==> src/rtl/ascon_aead128_pkg.sv <==
// rtl/ascon_aead128_pkg.sv - shared types and constants for the ASCON-AEAD128 datapath
package ascon_aead128_pkg;

    typedef enum logic [1:0] {
        FILL  = 2'd0,
        HOLD  = 2'd1,
        EXTRA = 2'd2
    } buf_state_t;

    localparam logic [7:0] PAD_BYTE = 8'h01;

endpackage

==> src/rtl/data_reg.sv <==
// rtl/data_reg.sv - enable-loaded register with synchronous clear and async active-low reset
module data_reg #(
    parameter int WIDTH = 32
) (
    input  logic             clk,
    input  logic             rst,
    input  logic             clr,
    input  logic             en,
    input  logic [WIDTH-1:0] d,
    output logic [WIDTH-1:0] q
);

    // Clear wins over load so a dropped block never leaks a stale word.
    always_ff @(posedge clk or negedge rst) begin
        if (!rst)
            q <= '0;
        else if (clr)
            q <= '0;
        else if (en)
            q <= d;
    end

endmodule

==> src/rtl/word_pad.sv <==
// rtl/word_pad.sv - masks bytes beyond the message end and inserts the 10* pad byte
import ascon_aead128_pkg::*;

module word_pad #(
    parameter int WORD_W = 32
) (
    input  logic [WORD_W-1:0]                 word,
    input  logic [$clog2(WORD_W/8+1)-1:0]     nbytes,
    input  logic                              last,
    output logic [WORD_W-1:0]                 padded
);

    localparam int NBYTES = WORD_W / 8;

    // Non-final words pass unchanged; a final word keeps nbytes bytes, then the pad byte.
    always_comb begin
        padded = '0;
        for (int i = 0; i < NBYTES; i++) begin
            if (!last || i < int'(nbytes))
                padded[8*i +: 8] = word[8*i +: 8];
            else if (i == int'(nbytes))
                padded[8*i +: 8] = PAD_BYTE;
        end
    end

endmodule

==> src/rtl/ascon_block_buffer.sv <==
// rtl/ascon_block_buffer.sv - collects input words into padded rate blocks for the permutation
import ascon_aead128_pkg::*;

module ascon_block_buffer #(
    parameter int WORD_W = 32,
    parameter int WORDS  = 4
) (
    input  logic                                   clk,
    input  logic                                   rst,
    input  logic                                   clr,
    input  logic                                   in_valid,
    output logic                                   in_ready,
    input  logic [WORD_W-1:0]                      in_data,
    input  logic [$clog2(WORD_W/8+1)-1:0]          in_bytes,
    input  logic                                   in_last,
    output logic                                   out_valid,
    input  logic                                   out_ready,
    output logic [WORD_W*WORDS-1:0]                out_data,
    output logic [$clog2(WORD_W*WORDS/8+1)-1:0]    out_bytes,
    output logic                                   out_last
);

    localparam int NBYTES = WORD_W / 8;
    localparam int OB_W   = $clog2(WORD_W*WORDS/8 + 1);
    localparam int CW     = (WORDS > 1) ? $clog2(WORDS) : 1;
    localparam logic [CW-1:0] LAST_SLOT = CW'(WORDS - 1);

    buf_state_t        state;
    logic [CW-1:0]     wcnt;
    logic              pad_pending;
    logic              accept;
    logic              block_done;
    logic              full_final;
    logic [OB_W-1:0]   fill_bytes;
    logic [WORD_W-1:0] padded;
    logic              to_extra;
    logic              slot_clr;

    assign in_ready   = (state == FILL) && !clr;
    assign out_valid  = (state == HOLD) || (state == EXTRA);
    assign accept     = in_valid && in_ready;
    assign block_done = in_last || (wcnt == LAST_SLOT);
    assign full_final = in_last && (wcnt == LAST_SLOT) && (in_bytes == ($clog2(NBYTES+1))'(NBYTES));
    assign fill_bytes = OB_W'(NBYTES) * OB_W'(wcnt)
                      + (in_last ? OB_W'(in_bytes) : OB_W'(NBYTES));
    assign to_extra   = (state == HOLD) && out_ready && pad_pending && !clr;
    assign slot_clr   = clr
                      || ((state == HOLD) && out_ready && !pad_pending)
                      || ((state == EXTRA) && out_ready);

    word_pad #(.WORD_W(WORD_W)) u_pad (
        .word   (in_data),
        .nbytes (in_bytes),
        .last   (in_last),
        .padded (padded)
    );

    for (genvar k = 0; k < WORDS; k++) begin : g_slot
        logic              en;
        logic [WORD_W-1:0] d;
        logic [WORD_W-1:0] q;

        // The padding-only block reuses the slots: pad byte in slot 0, zeros elsewhere.
        assign en = (accept && (wcnt == CW'(k))) || to_extra;
        assign d  = to_extra ? ((k == 0) ? WORD_W'(PAD_BYTE) : '0) : padded;

        data_reg #(.WIDTH(WORD_W)) u_reg (
            .clk (clk),
            .rst (rst),
            .clr (slot_clr),
            .en  (en),
            .d   (d),
            .q   (q)
        );

        assign out_data[WORD_W*k +: WORD_W] = q;
    end

    // Block sequencing: fill slots, hold the block, then optionally emit the pad-only block.
    always_ff @(posedge clk or negedge rst) begin
        if (!rst) begin
            state       <= FILL;
            wcnt        <= '0;
            pad_pending <= 1'b0;
            out_bytes   <= '0;
            out_last    <= 1'b0;
        end else if (clr) begin
            state       <= FILL;
            wcnt        <= '0;
            pad_pending <= 1'b0;
            out_bytes   <= '0;
            out_last    <= 1'b0;
        end else begin
            case (state)
                FILL: begin
                    if (accept) begin
                        if (block_done) begin
                            state       <= HOLD;
                            out_bytes   <= fill_bytes;
                            pad_pending <= full_final;
                            out_last    <= in_last && !full_final;
                        end else begin
                            wcnt <= wcnt + 1'b1;
                        end
                    end
                end
                HOLD: begin
                    if (out_ready) begin
                        wcnt        <= '0;
                        pad_pending <= 1'b0;
                        if (pad_pending) begin
                            state     <= EXTRA;
                            out_bytes <= '0;
                            out_last  <= 1'b1;
                        end else begin
                            state     <= FILL;
                            out_bytes <= '0;
                            out_last  <= 1'b0;
                        end
                    end
                end
                EXTRA: begin
                    if (out_ready) begin
                        state     <= FILL;
                        wcnt      <= '0;
                        out_bytes <= '0;
                        out_last  <= 1'b0;
                    end
                end
                default: begin
                    state <= FILL;
                    wcnt  <= '0;
                end
            endcase
        end
    end

endmodule

==> config.mk <==
export PLATFORM = sky130hd
export DESIGN_NAME = ascon_block_buffer
export DESIGN_NICKNAME = d
export VERILOG_FILES = /design/src/rtl/ascon_aead128_pkg.sv /design/src/rtl/data_reg.sv /design/src/rtl/word_pad.sv /design/src/rtl/ascon_block_buffer.sv
export SDC_FILE = /design/constraint.sdc
export NUM_CORES = 1
export LEC_CHECK = 0
export CAP_MARGIN = 20
export CORE_MARGIN = 1
export CORE_UTILIZATION = 49
export DETAILED_ROUTE_END_ITERATION = 7
export PLACE_DENSITY = 0.81
export SYNTH_ARGS = -nofsm -noshare
export SYNTH_HDL_FRONTEND = slang
export SYNTH_HIERARCHICAL = 1
export SYNTH_SLANG_ARGS = --single-unit
==> constraint.sdc <==
create_clock -name clk -period 2.3 [get_ports clk]
set_input_delay 0.23 -clock clk [delete_from_list [all_inputs] [get_ports clk]]
set_output_delay 0.23 -clock clk [all_outputs]
set_load 0.01 [all_outputs]
==> run summary, run 1 <==
outcome -> completed
top cells by area, synth -> dfrtp_1 53%, mux2i_1 20%, nor2_1 7.6%, buf_12 3.6%, and2_1 3.0%
crit path max fanout -> 32
post-synthesis adder-cell area fraction -> 1.90%
DIE AREA -> 13900 um^2
Synth-to-Final Area Change -> 37.4%
Avg Vias per Cell -> 5.31
Max Fclk -> 0.469 GHz
max_cap viols -> 0
CP arrival -> 2.41 ns
M2 GR Usage -> 41.7%
pre-CTS WS -> 0.210 ns
ys flop type -> dfrtp_1
CTS Buf Count -> 17
Cell Rows -> 42
post-synthesis sequential area ratio -> 52.7%
routed len/inst -> 18.4 um
initial antenna violation count -> 0
Logic pwr share -> 15.3%
vias in the first global route -> 5086
clock skew -> 0.00594 ns
XOR/XNOR Fraction of Synth Area -> 0%
critical path's largest stage delay -> 0.40 ns
GRT Total Usage -> 25.8%
Die X -> 118 um
register bit total from synthesis -> 139
Ports -> 177
initial core utilization -> 50.0%
Slew @ Worst Pin -> 0.660 ns
top post-synthesis cells by count -> 139 x dfrtp_1, 133 x nor2_1, 131 x mux2i_1
combinational family with the most area after synthesis -> multiplexers
biggest area consumer among synthesized cells -> dfrtp_1
Cell variety after synth -> 39
setup repair after global routing missed its margin -> no
static leakage -> 0.00375 uW
final worst path period share -> 92.8%
M3 GR Usage -> 5.52%
reg2reg end -> g_slot[1].u_reg/q[10]
global-route wire length before repair -> 27700 um
routability congestion estimate -> 0.814
Req. time, crit path -> 2.58 ns
kind of start point of the critical path -> register
Synth top area share -> 52.7%
Bufs and invs on worst path -> 2
largest net degree at the start of global routing -> 129
die span in y -> 118 um
Final setup viols -> 0
worst skew pair latency -> 0.42 ns
Async SR Flop Fraction -> 100%
Post-Syn Nets -> 621
Slowest-stage cell, CP -> dfrtp_1
final hold violations -> 0
sw power -> 1670 uW
Cell Chain, Critical Path -> inv_1 -> ha_2 -> nand2_1 -> nor2_1 -> nand2_1 -> nand2_2 -> buf_12 -> mux2i_1 -> nor2_1
Overflow after GRT -> 0
Core Region -> 13200 um^2
Hold Path Class -> primary input to asynchronous set/reset pin
flop-to-flop setup slack -> 0.17 ns
Detail Route Antenna Nets -> 0
Avg Cell Area, Syn -> 11.6 um^2
drt initial violations -> 304
Sinks on Clock Net -> 139
Crit Path Category -> register to register
max-slew violation count -> 0
multiplexer area fraction after synthesis -> 20.2%
fraction of layout cells with a size suffix above 1 -> 7.91%
min Tclk post-route -> 2.13 ns
most frequent cell after synthesis -> dfrtp_1
IO Port Bufs -> 176
Sequential Power Share -> 40.0%
CTS tree -> yes
power per cell area -> 715 nW/um^2
Fin Setup TNS -> 0 ns
Max-slew headroom -> 56.0%
GRT met1 Usage -> 33.6%
Mapped Area -> 6600 um^2
r2r startpoint -> state[1]
synthesized-area fraction occupied by and/or/nand/nor cells -> 15.4%
EDFF count, synth -> 0
Setup WS post-layout -> 0.166 ns
via count -> 4967
DRC violations left -> 0
busiest grt layer -> met2
CP top delay family -> simple AND/OR/NAND/NOR gates
final wirelength -> 17200 um
Pint -> 4800 uW
Final Net Count -> 797
Max H-tree Level -> 4
antenna cell count -> 0
clock root cell -> clkbuf_16
endpoint type of the worst setup path -> register
Synth Instances -> 570
filler cell count in the final layout -> 980
Sw Ratio -> 25.8%
Yosys warning total -> 6
CTS clk-pin slew, worst paths -> 0.06 ns
Clock power frac -> 44.6%
DRT Pass-1 Iters -> 5
R2R depth -> 9
Synth Area in Compound Gates -> 3.77%
post-detail-place hpwl -> 11200 um
peak supply drop -> 502 uV
clock tree buffer depth -> 2
final cells by class:
cell class | instances | area, um^2 | share of cell area (%)
Inverter | 10 | 37.5 | 0.414
Tap cell | 176 | 220 | 2.43
Multi-Input combinational cell | 387 | 2750 | 30.3
Clock inverter | 14 | 196 | 2.17
Timing Repair Buffer | 191 | 1950 | 21.5
Sequential cell | 139 | 3480 | 38.4
Clock buffer | 18 | 429 | 4.74
state kept, by name (all words and copies together) (netlist names):
name,cells
out_last,1
state,2
out_bytes,5
pad_pending,1
wcnt,2
g_slot.u_reg/q,128
kinds of logic after synthesis:
logic type,Yosys count
compound gates,31
flops,139
buf+inv,44
simple gates,213
mux,133
fa+ha+maj,10
power groups by stage:
stage | combinational [uW] | sequential (uW) | clock [uW]
4_1_cts | 996 | 2590 | 2940
2_1_floorplan | 565 | 2660 | 0
6_report | 993 | 2590 | 2890
5_1_grt | 1070 | 2600 | 3060
3_5_place_dp | 986 | 2640 | 0
3_3_place_gp | 958 | 2630 | 0
layer usage:
layer / wire length, um / share of wire [%] / up-vias
met5: 0 / 0 / -
met4: 499 / 2.9 / 0
met3: 708 / 4.1 / 40
met2: 8480 / 49 / 176
met1: 7500 / 44 / 2500
li1: - / - / 2251
worst max path at each step:
stage / start / endpoint / depth (start not counted)
2_1_floorplan: state[1] / g_slot[0].u_reg/q[0] / 6
3_3_place_gp: state[0] / g_slot[3].u_reg/q[4] / 8
3_5_place_dp: state[1] / g_slot[1].u_reg/q[10] / 9
4_1_cts: state[1] / g_slot[1].u_reg/q[10] / 9
5_1_grt: state[1] / g_slot[2].u_reg/q[21] / 9
6_report: state[1] / g_slot[1].u_reg/q[10] / 9
stage by stage:
step / util, % / std cells / instance area [um^2] / power (uW) / hold WS (ns)
2_1_floorplan: - / 570 / 6600 / 3220 / -0.0656
3_3_place_gp: 63.8 / 902 / 8420 / 3590 / 0.276
3_5_place_dp: 63.8 / 902 / 8420 / 3620 / 0.286
4_1_cts: 68.7 / 935 / 9060 / 6530 / 0.398
5_1_grt: 68.7 / 935 / 9060 / 6730 / 0.432
6_report: 68.7 / 935 / 9060 / 6480 / 0.378
worst register-to-register path, stage by stage, from the launching register on:
cell and delay, ns:
dfrtp_1 0.40, inv_1 0.12, ha_2 0.26, nand2_1 0.06, nor2_1 0.19, nand2_1 0.20
nand2_2 0.13, buf_12 0.27, mux2i_1 0.28, nor2_1 0.08
repair_timing:
action | CTS | global route
hold buffers | 1 | 0
gates resized for setup | 2 | 1
endpoints found under the setup margin | 1 | 4
setup buffers | 0 | 0
hold endpoints to repair | 68 | 0
cells in the final DEF, fill, tap and decap left out, drive strengths merged, types with 6 or more instances in the layout:
cell type / synthesis / layout
clkinvlp: 0 / 6
mux2i: 131 / 131
and2: 32 / 32
nand2: 11 / 11
dfrtp: 139 / 139
inv: 10 / 11
nor2b: 18 / 18
o21ai: 6 / 6
buf: 20 / 15
a21boi: 7 / 7
ha: 10 / 10
clkbuf: 14 / 18
clkdlybuf4s50: 0 / 174
nor2: 133 / 133
Note: power is estimated with default switching activity, not from simulation.
==> inputs of run 2 (changes only) <==
- CAP_MARGIN: 20 -> unset
- CORE_UTILIZATION: 49 -> 48
- PLACE_DENSITY: 0.81 -> 0.8
- SYNTH_HIERARCHICAL: 1 -> unset
==> run summary, run 2 <==
Max Fclk -> 0.455 GHz
Fin Setup TNS -> 0 ns
EDFF count, synth -> 0
most frequent cells in the layout -> 192 x nand2_1, 175 x clkdlybuf4s50_1, 139 x dfrtp_1
final hold violations -> 0
Avg Cell Area, Syn -> 9.62 um^2
Slew @ Worst Pin -> 0.598 ns
static leakage -> 0.00356 uW
filler cell count in the final layout -> 986
top post-synthesis cells by count -> 192 x nand2_1, 139 x dfrtp_1, 79 x a21oi_1
Max-slew headroom -> 60.0%
clock root cell -> clkbuf_16
fraction of layout cells with a size suffix above 1 -> 14.6%
largest register by flop count -> g_slot.u_reg.q
final worst path period share -> 95.5%
Avg Vias per Cell -> 5.46
routability congestion estimate -> 0.841
Max H-tree Level -> 4
global-route wire length before repair -> 29500 um
Core Region -> 12800 um^2
Crit Path Category -> register to output port
IO Port Bufs -> 176
Synth Instances -> 668
Detail Route Antenna Nets -> 0
top cells by area, synth -> dfrtp_1 54%, nand2_1 11%, a21oi_1 6.2%, a21oi_2 5.7%, nand3_1 3.8%
ys flop type -> dfrtp_1
die span in y -> 118 um
post-detail-place hpwl -> 12400 um
via count -> 5573
Pint -> 4420 uW
DIE AREA -> 13800 um^2
Hold Path Class -> primary input to asynchronous set/reset pin
biggest area consumer among synthesized cells -> dfrtp_1
GRT Total Usage -> 27.4%
initial antenna violation count -> 0
largest net degree at the start of global routing -> 64
CTS Buf Count -> 17
min Tclk post-route -> 2.20 ns
Yosys warning total -> 0
setup repair after global routing missed its margin -> no
sw power -> 1480 uW
max_cap viols -> 0
final wirelength -> 18100 um
Logic pwr share -> 13.4%
post-synthesis sequential area ratio -> 54.1%
Overflow after GRT -> 0
DRC violations left -> 0
Mapped Area -> 6420 um^2
Sw Ratio -> 25.0%
kind of start point of the critical path -> register
CTS tree -> yes
most common cell after layout, fill and taps aside -> nand2_1
endpoint type of the worst setup path -> output port
Sinks on Clock Net -> 139
CTS clk-pin slew, worst paths -> 0.05 ns
drt initial violations -> 540
clock tree buffer depth -> 2
Die X -> 118 um
crit path max fanout -> 5
routed len/inst -> 17.8 um
Final Total Pwr -> 5900 uW
leading registers by flop count -> g_slot.u_reg.q (128), out_bytes (5)
register bit total from synthesis -> 139
Post-Syn Nets -> 719
max-slew violation count -> 0
initial core utilization -> 50.1%
DRT Pass-1 Iters -> 5
worst skew pair latency -> 0.42 ns
Synth-to-Final Area Change -> 38.3%
CP arrival -> 1.97 ns
Sequential Power Share -> 43.2%
Synth top area share -> 54.1%
power per cell area -> 664 nW/um^2
vias in the first global route -> 5621
Req. time, crit path -> 2.07 ns
Ports -> 177
antenna cell count -> 0
Final setup viols -> 0
Cell variety after synth -> 44
outcome -> completed
clock skew -> 0.00605 ns
Clock power frac -> 43.3%
flop-to-flop setup slack -> 0.31 ns
most frequent cell after synthesis -> nand2_1
peak supply drop -> 426 uV
max reg flops -> 128
Final Net Count -> 887
Async SR Flop Fraction -> 100%
Cell Rows -> 41
run 2: path summary, 6_finish.rpt:
kind,startpoint,to,cells past startpoint
worst max-delay path,state[0],in_ready,5
worst min-delay path,rst,g_slot[1].u_reg.q[4],2
worst max register to register,state[0],g_slot[0].u_reg.q[8],8
worst min register to register,out_last,out_last,1
max in group asynchronous,rst,g_slot[0].u_reg.q[3],3
min in group clk,in_data[11],g_slot[1].u_reg.q[11],3
run 2: layer usage:
| metal | GRT usage [%] | wire, um | vias to the layer above |
|---|---|---|---|
| met1 | 35.7 | 7650 | 2754 |
| li1 | - | - | 2567 |
| met2 | 44.9 | 9030 | 228 |
| met5 | 0 | 0 | - |
| met4 | 9.21 | 287 | 0 |
| met3 | 6.44 | 1180 | 24 |
run 2: power groups by stage:
stage / Combinational (uW) / Sequential, uW / Clock [uW]
floorplan: 398 / 2610 / 0
finish: 792 / 2550 / 2550
global route: 861 / 2550 / 2690
global placement: 768 / 2590 / 0
detailed placement: 777 / 2590 / 0
CTS: 792 / 2550 / 2580
run 2: per-stage QoR:
step,cell area (um^2),hold slack [ns],cells,setup WS [ns],utilization [%]
global placement,8300,0.220,987,0.280,64.8
floorplan,6420,-0.0656,668,0.531,-
detailed placement,8300,0.219,987,0.242,64.8
global route,8880,0.380,1020,0.0254,69.3
CTS,8880,0.357,1020,0.110,69.3
finish,8880,0.333,1020,0.104,69.3
run 2: kinds of logic after synthesis:
| group | Yosys count | synth area share, % |
|---|---|---|
| fa+ha+maj | 10 | 1.95 |
| buf+inv | 65 | 5.94 |
| mux | 11 | 1.87 |
| compound gates | 151 | 15.5 |
| simple gates | 292 | 20.6 |
| flops | 139 | 54.1 |
run 2: final cells by class:
class	instances	area [um^2]	share of cell area, %
Clock buffer	23	488	5.49
Multi-Input combinational cell	464	2580	29.0
Clock inverter	8	67.6	0.761
Sequential cell	139	3480	39.2
Inverter	12	45.0	0.507
Timing Repair Buffer	202	2010	22.6
Tap cell	172	215	2.42
run 2: worst max-delay path: stages, from the launching register on:
cell and delay, ns:
dfrtp_1 0.39, inv_1 0.12, ha_1 0.18, nor2b_4 0.16, buf_4 0.15, clkdlybuf4s50_1 0.55
run 2: timing repair:
action / 4_1_cts / 5_1_grt
endpoints found under the hold margin: 54 / 0
resized for setup: 1 / 0
setup buffers: 1 / 0
hold buffers: 1 / 0
setup endpoints to repair: 1 / 0
==> inputs of run 3 (changes only) <==
- SKIP_LAST_GASP: unset -> 1
==> results of run 3 <==
Same layout as run 2: the final DEF is identical, and so are final timing and power.
